File: src/rtl/alu_rr_scheduler.sv
// rtl/alu_rr_scheduler.sv - round-robin scheduler sharing one ALU; ALU_RR_SCHEDULER_PERF_EN adds perf counters
package definitions;
    typedef enum logic [3:0] {
        ADD = 4'd0,
        SUB = 4'd1,
        MUL = 4'd2,
        DIV = 4'd3,
        SL  = 4'd4,
        SR  = 4'd5,
        AND = 4'd6,
        OR  = 4'd7,
        NOT = 4'd8,
        XOR = 4'd9
    } opcodes_t;
endpackage

// Shared combinational ALU: unsigned, operands zero-extended to the result width
module alu_rr_scheduler_alu #(
    parameter int DATASIZE = 8
) (
    input  logic [DATASIZE-1:0]     i_in1,
    input  logic [DATASIZE-1:0]     i_in2,
    input  definitions::opcodes_t   i_opcode,
    output logic [2*DATASIZE-1:0]   o_result
);
    logic [2*DATASIZE-1:0] w_a;
    logic [2*DATASIZE-1:0] w_b;

    assign w_a = {{DATASIZE{1'b0}}, i_in1};
    assign w_b = {{DATASIZE{1'b0}}, i_in2};

    // Operation select; DIV by zero is left undefined here and masked by the scheduler
    always_comb begin
        o_result = '0;
        case (i_opcode)
            definitions::ADD: o_result = w_a + w_b;
            definitions::SUB: o_result = w_a - w_b;
            definitions::MUL: o_result = w_a * w_b;
            definitions::DIV: o_result = w_a / w_b;
            definitions::SL:  o_result = w_a << 1;
            definitions::SR:  o_result = w_a >> 1;
            definitions::AND: o_result = w_a & w_b;
            definitions::OR:  o_result = w_a | w_b;
            definitions::NOT: o_result = {{DATASIZE{1'b0}}, ~i_in1};
            definitions::XOR: o_result = w_a ^ w_b;
            default:          o_result = '0;
        endcase
    end
endmodule

module alu_rr_scheduler
    import definitions::*;
#(
    parameter int DATASIZE      = 8,
    parameter int NUM_REQ       = 4,
    parameter int MULDIV_CYCLES = 4,
    localparam int ID_W         = $clog2(NUM_REQ)
) (
    input  logic                  clk,
    input  logic                  rst,
    input  logic [NUM_REQ-1:0]    req_valid,
    output logic [NUM_REQ-1:0]    req_ready,
    input  logic [DATASIZE-1:0]   req_in1 [NUM_REQ],
    input  logic [DATASIZE-1:0]   req_in2 [NUM_REQ],
    input  opcodes_t              req_opcode [NUM_REQ],
    output logic                  out_valid,
    input  logic                  out_ready,
    output logic [2*DATASIZE-1:0] out_result,
    output logic [ID_W-1:0]       out_id,
    output logic                  out_err
`ifdef ALU_RR_SCHEDULER_PERF_EN
    ,
    output logic [15:0]           ops_done,
    output logic [15:0]           busy_cycles
`endif
);
    localparam int CNT_W = (MULDIV_CYCLES > 1) ? $clog2(MULDIV_CYCLES) : 1;

    localparam logic [1:0] S_IDLE = 2'd0;
    localparam logic [1:0] S_EXEC = 2'd1;
    localparam logic [1:0] S_DONE = 2'd2;

    logic [1:0]            r_state;
    logic [ID_W-1:0]       r_ptr;
    logic [ID_W-1:0]       r_id;
    logic [DATASIZE-1:0]   r_in1;
    logic [DATASIZE-1:0]   r_in2;
    opcodes_t              r_opcode;
    logic [CNT_W-1:0]      r_cnt;

    logic                  w_found;
    logic [ID_W-1:0]       w_grant;
    logic                  w_accept;
    logic                  w_grant_muldiv;
    logic                  w_div_zero;
    logic [2*DATASIZE-1:0] w_alu_result;

    // Round-robin search starting just after the last granted requester
    always_comb begin : grant_search
        logic [ID_W-1:0] cand;
        w_found = 1'b0;
        w_grant = '0;
        cand    = '0;
        for (int k = 1; k <= NUM_REQ; k++) begin
            cand = ID_W'((int'(r_ptr) + k) % NUM_REQ);
            if (!w_found && req_valid[cand]) begin
                w_found = 1'b1;
                w_grant = cand;
            end
        end
    end

    // One-hot accept strobe, only while idle and never while reset is held
    always_comb begin
        req_ready = '0;
        if (!rst && (r_state == S_IDLE) && w_found) begin
            req_ready[w_grant] = 1'b1;
        end
    end

    assign w_accept       = !rst && (r_state == S_IDLE) && w_found;
    assign w_grant_muldiv = (req_opcode[w_grant] == MUL) || (req_opcode[w_grant] == DIV);
    assign w_div_zero     = (r_opcode == DIV) && (r_in2 == '0);
    assign out_valid      = (r_state == S_DONE);

    alu_rr_scheduler_alu #(
        .DATASIZE (DATASIZE)
    ) u_alu (
        .i_in1    (r_in1),
        .i_in2    (r_in2),
        .i_opcode (r_opcode),
        .o_result (w_alu_result)
    );

    // Accept / execute / hold-result sequencing with registered operands and result
    always_ff @(posedge clk or posedge rst) begin
        if (rst) begin
            r_state    <= S_IDLE;
            r_ptr      <= ID_W'(NUM_REQ - 1);
            r_id       <= '0;
            r_in1      <= '0;
            r_in2      <= '0;
            r_opcode   <= ADD;
            r_cnt      <= '0;
            out_result <= '0;
            out_id     <= '0;
            out_err    <= 1'b0;
        end else begin
            case (r_state)
                S_IDLE: begin
                    if (w_accept) begin
                        r_in1    <= req_in1[w_grant];
                        r_in2    <= req_in2[w_grant];
                        r_opcode <= req_opcode[w_grant];
                        r_id     <= w_grant;
                        r_ptr    <= w_grant;
                        r_cnt    <= w_grant_muldiv ? CNT_W'(MULDIV_CYCLES - 1) : '0;
                        r_state  <= S_EXEC;
                    end
                end
                S_EXEC: begin
                    if (r_cnt == '0) begin
                        out_result <= w_div_zero ? '0 : w_alu_result;
                        out_err    <= w_div_zero;
                        out_id     <= r_id;
                        r_state    <= S_DONE;
                    end else begin
                        r_cnt <= r_cnt - CNT_W'(1);
                    end
                end
                S_DONE: begin
                    if (out_ready) begin
                        r_state <= S_IDLE;
                    end
                end
                default: r_state <= S_IDLE;
            endcase
        end
    end

`ifdef ALU_RR_SCHEDULER_PERF_EN
    // Saturating counters of completed results and busy (EXEC or DONE) cycles
    always_ff @(posedge clk or posedge rst) begin
        if (rst) begin
            ops_done    <= '0;
            busy_cycles <= '0;
        end else begin
            if ((r_state == S_DONE) && out_ready && (ops_done != 16'hFFFF)) begin
                ops_done <= ops_done + 16'd1;
            end
            if (((r_state == S_EXEC) || (r_state == S_DONE)) && (busy_cycles != 16'hFFFF)) begin
                busy_cycles <= busy_cycles + 16'd1;
            end
        end
    end
`endif

endmodule

File: config.mk
export PLATFORM = sky130hd
export DESIGN_NAME = alu_rr_scheduler
export DESIGN_NICKNAME = d
export VERILOG_FILES = /design/src/rtl/alu_rr_scheduler.sv
export SDC_FILE = /design/constraint.sdc
export NUM_CORES = 1
export LEC_CHECK = 0
export ABC_AREA = 1
export BUFFER_PORTS_ARGS = -buffer_cell sky130_fd_sc_hd__clkbuf_2
export CAP_MARGIN = 15
export CORE_ASPECT_RATIO = 0.7
export CORE_MARGIN = 3
export CORE_UTILIZATION = 42
export CTS_CLUSTER_DIAMETER = 200
export CTS_CLUSTER_SIZE = 8
export DETAILED_ROUTE_END_ITERATION = 7
export PLACE_DENSITY = 0.65
export SYNTH_ARGS = -nofsm -noshare
export SYNTH_HDL_FRONTEND = slang
export SYNTH_HIERARCHICAL = 1
export SYNTH_SLANG_ARGS = --single-unit
File: constraint.sdc
create_clock -name clk -period 70.8 [get_ports clk]
set_clock_uncertainty 0.2 [all_clocks]
set_input_delay 3.54 -clock clk [delete_from_list [all_inputs] [get_ports clk]]
set_output_delay 3.54 -clock clk [all_outputs]
set_load 0.05 [all_outputs]
# == Yosys cells after proc, flatten, opt, wreduce, memory -nomap -nowiden ==
# Index checks and enable logic that the tools add are counted.
# word_totals
register_bits,47
wordCells,107
out_inout_bits,24
in_bits,87
# classes
mul,1
n_eq_ne,17
bitwise_logic,5
muxes,38
div_mod_pow,1
n_addsub,7
reduce_logical,21
order_cmp,7
# ops
cell,count
$pmux W16 S10,1
$bmux W8 S2,2
$mux W8,4
$mux W2,10
$div A8 B8 Y16,1
$eq A4 B2 Y1 const B,4
$eq A4 B3 Y1 const B,4
$mul A8 B8 Y16,1
$mux W16,1
$lt A2 B3 Y1 const B,5
$mux W4,3
$add A8 B8 Y9,1
$mux W1,9
$sub A8 B8 Y9,1
$and A8 B8 Y8,1
$bmux W1 S2,4
$bmux W4 S2,1
$eq A4 B4 Y1 const B,2
$logic_not A8 Y1,1
$not A8 Y8,1
$or A8 B8 Y8,1
$xor A8 B8 Y8,1
$logic_and A1 B1 Y1,7
$ne A2 B2 Y1 const B,3
other kinds (20),28

# == Depth between registers and ports, before layout ==
# depth
word_depth,22
ltp_mapped,218
ltp_nobuf,209

# == Hierarchy ==
# The synthesis kept the hierarchy.
# modules_own_cells
mod,cells_each,instances,seq_area_each_um2,area_per_inst_um2
alu_rr_scheduler_alu,1365,1,0.0,8580.7
alu_rr_scheduler,387,1,1178.6,2696.3

# == Least setup slack after synthesis ==
# No wires, ideal clock.
# synth_timing
kind,reg-to-reg
startpoint,register r_in2[0]
endpoint,register out_result[0]
n_path_buf,10
arrival_ns,26.307
required_time_ns,70.482
setup_time_ns,0.118
setup_slack_ns,44.175
period_less_slack_ns,26.625
path_stages_with_launch,211
cell_sequence,dfrtp_1 -> buf_2 -> inv_1 -> nand2_1 -> nor2_1 -> nand2_1 -> nand2_1 -> nand3_1 -> inv_1 -> ha_1 -> or3_1 -> nand2_1 -> nand2_1 -> nand2_1 -> inv_1 -> ha_1 -> nand2_1 -> nand2_1 -> [175 not listed] -> buf_4 -> o21ai_1 -> ha_1 -> a21boi_0 -> o21a_1 -> o21ai_0 -> nand2_1 -> a21oi_1 -> o21bai_1 -> a21o_1 -> a21oi_1 -> nand3_1 -> nor2_1 -> nand3_1 -> nand2_1 -> nand2_1 -> nand3_1 -> nand2_1
# synth_via
elab_chain_cells,3
elab_cells_between_ends,11
cone_classes,add/sub (2); mul (1); div (1); mux (2); bitwise (3); reduce/logical (2)
# synth_rtl
item,line_no,rtl
"start, declared",87,logic [DATASIZE-1:0] r_in2;
"start signal, assigned",153,r_in2 <= req_in2[w_grant];
$div A8 B8 Y16 (tied with other cells),39,definitions::DIV: o_result = w_a / w_b;
$pmux W16 S10 *,35,case (i_opcode)
net w_alu_result[0],96,logic [2*DATASIZE-1:0] w_alu_result;
$mux W16 *,163,out_result <= w_div_zero ? '0 : w_alu_result;
"end signal, assigned",163,
"end, declared",68,"output logic [2*DATASIZE-1:0] out_result,"
# Mark *: on every way through the listed nets, which the timed path passes. The rest lies on a longest branch.
# A chain may end at the register's enable or synchronous reset.

# == Final worst setup path ==
# layout_timing
startpoint,register r_in2[1]
endpoint,register out_result[0]
# layout_via
elab_chain_cells,3
elab_cells_between_ends,5
cone_classes,div (1); mux (2); reduce/logical (2)
# layout_rtl
item,line_no
$div A8 B8 Y16,39
$pmux W16 S10,35
net w_alu_result[0],96
$mux W16,163
# The timed path passes the listed nets, and every way through them passes these cells.

==> key figures <==
Layout
  – Layout area overhead: 9.552%
  – Share of layout cells above drive strength 1: a little over an eighth
  – ANT cells: 0
  – Fill count: roughly 2.6k
  – # nets final: 2133

Routing
  – DR vias/cell: 5.177
  – DRT Wirelength: roughly 33 mm
  – Drt wl/cell: between 10 and 15 microns
  – Initial DRC count: 927
  – Via total after detailed routing: approximately 11k
  – Antenna viol nets, final: 0
  – DRC errors left: 0
  – Pre-antenna DRT Iters: 5

Die
  – Rows: 49
  – Chip height: between 100 and 150 microns
  – Core region area: around 0.026 sq mm
  – Die Wd: between 200 and 250 microns
  – # IOs: 111
  – DIE AREA: between 0.02 and 0.03 sq mm
  – Starting density of the core: about 43%

Logic synthesis
  – Most instantiated cells after synthesis: 514 x nand2_1, 254 x inv_1, 164 x ha_1
  – Average size of a mapped cell: ~6.4 sq um
  – Yosys warns: 6
  – Post-synth EDFFs: 0
  – Synth async-reset ratio: 100.0%
  – Count leader, synth: nand2_1
  – Ys flop type: dfrtp_1
  – Synthesized instance count: between 1.5k and 2k
  – Syn Std Cell Area: 0.01128 sq mm
  – Top cell type by total area after synthesis: ha_1
  – Top-area cell type share of the netlist area: a little under a fifth
  – Synth top area cells: ha_1 18%, nand2_1 17%, dfrtp_1 10%
  – Seq/Total Area, Yosys: about a tenth
  – Synth Register Bits: 47
  – Synth cell types: 57

Min path
  – Hold EP: out_id[0]$_DFFE_PP0P_
  – Hold/Removal Path Class: reg -> reg
  – Worst Hold Depth: 2
  – Critical hold path startpoint: r_id[0]$_DFFE_PP0P_

GRT
  – Largest net degree at the start of global routing: between 40 and 50
  – GRT Resource Usage Total: 22.57%
  – Vias in the first global route: between 10k and 15k
  – Grt ovf: 0
  – Initial antenna violation count: 0
  – Global-route wire length before repair: 53.97 mm

Critical path
  – RR Endpoint: out_result[0]$_DFFE_PP0P_
  – Flop2flop setup slack: a little over 40000 ps
  – CP dominant cell by count: nand2_1
  – Reg2reg path depth: about 200
  – Reg-to-Reg Start: r_in2[1]$_DFFE_PP0P_
  – Crit path DAT: a little under 30000 ps
  – Crit path max fanout: 18
  – Slowest CP cell: dfrtp_1
  – Worst setup SP type: flip-flop
  – CP endpoint kind: flip-flop
  – Worst endpoint required time: 70780 ps
  – Setup CP Type: reg -> reg
  – CP peak stage delay: 730 ps

Placed design
  – DP HPWL: between 20 and 30 mm
  – Routability Congestion: a little under 1
  – Port Buf Inserts: 110

Timing
  – Slew at the pin closest to its max-slew limit: about 1100 ps
  – Slew Limit Fails: 0
  – Tmin final: roughly 30000 ps
  – Final period util: between 40% and 50%
  – Rel. slew slack: between 20 and 30%
  – RSZ-0062 raised after global routing: false
  – Final Hold Vio Count: 0
  – Max Freq: around 34 MHz
  – Setup violators final: 0
  – Setup_tns: 0 ps

CTS
  – Postcts setup bufs: 0
  – Resized cells post-CTS: 0
  – Sink Count: 47
  – Worst-Skew Late Latency: around 300 ps
  – CTS Buffer Depth: 2
  – Htree depth: 2
  – Total CTS buffers: 5
  – CTS Hold Bufs: 0
  – CTS tree: done
  – CTS clk-pin slew, worst paths: approximately 70 ps
  – CTS root buf: clkbuf_16

Run status
  – Status: finished clean

Run
  – Max_cap viols: 0
[flip-flops by register name (all words and copies together), names as in the netlist]
name and flops:
r_cnt 2, out_id 2, out_result 16, r_id 2, r_opcode 4, out_err 1
r_in2 8, r_in1 8, r_ptr 2, r_state 2
[layer usage]
layer / global-route usage (%) / share of wire [%]
met1: 35.76 / 53
met2: 33.05 / 39
met3: 3.509 / 7.7
met4: 2.164 / 0.62
met5: 0 / 0
[critical path, delay by kind of cell (launching register included)]
kind                       cells  cell delay [ps]
DFF                            1              730
buffers and inverters         29             3570
and+or+nand+nor               91            10130
AOI/OAI and AO/OA             60            10290
adders and majority gates     15             4700
[cell families after synthesis]
| kind of cell | share of synthesized area (%) |
|---|---|
| AOI/OAI and AO/OA | 14.23 |
| xor gates and xnor gates | 5.126 |
| adders and majority gates | 24.94 |
| buffers and inverters | 11.15 |
| DFF | 10.45 |
| other | 0.03325 |
| and+or+nand+nor | 34.06 |
[cell usage in the layout, fill, tap and decap left out, types with 19 or more instances in the layout]
cell and instances:
nand2_2 26, o21ai_1 19, o21ai_0 85, clkbuf_2 110, nand2_1 514, a21oi_1 55
a21o_1 22, ha_1 164, xor2_1 31, nor2_1 118, nand3_1 89, nand4_1 27
fa_1 38, inv_2 20, dfrtp_1 45, xnor2_1 35, inv_1 253
[cell type report]
| type | instances | area, sq um | share of cell area (%) |
|---|---|---|---|
| Tap cell | 357 | 446.7 | 3.616 |
| Timing Repair Buffer | 124 | 655.6 | 5.307 |
| Inverter | 275 | 1032 | 8.355 |
| Sequential cell | 47 | 1179 | 9.540 |
| Clock buffer | 6 | 138.9 | 1.124 |
| Multi-Input combinational cell | 1391 | 8867 | 71.77 |
| Clock inverter | 2 | 35.03 | 0.2836 |
[through the flow]
step,worst slack (ps),area [sq um],hold slack (ps),utilization [%],instances
5_1_grt,37820,12350,310.7,47.41,2202
2_1_floorplan,44180,11300,242.2,-,1759
6_report,41030,12350,277.9,47.41,2202
3_5_place_dp,41330,12180,267.9,46.75,2194
4_1_cts,41260,12350,283.2,47.41,2202
3_3_place_gp,42700,12180,257.3,46.75,2194
[worst max path at each step]
| stage | cells after the start | start | slack (ps) | endpoint |
|---|---|---|---|---|
| after CTS | 196 | r_in2[1]$_DFFE_PP0P_ | 41260 | out_result[0]$_DFFE_PP0P_ |
| after global placement | 201 | r_in2[0]$_DFFE_PP0P_ | 42700 | out_result[0]$_DFFE_PP0P_ |
| after floorplan | 210 | r_in2[0]$_DFFE_PP0P_ | 44180 | out_result[0]$_DFFE_PP0P_ |
| after global routing | 203 | r_in2[0]$_DFFE_PP0P_ | 37820 | out_result[0]$_DFFE_PP0P_ |
| after detailed placement | 195 | r_in2[1]$_DFFE_PP0P_ | 41330 | out_result[0]$_DFFE_PP0P_ |
| final | 195 | r_in2[1]$_DFFE_PP0P_ | 41030 | out_result[0]$_DFFE_PP0P_ |
Power is left out: the tool's default activity adds up to more than one toggle a clock period on the data nets, which glitch-free logic cannot reach.
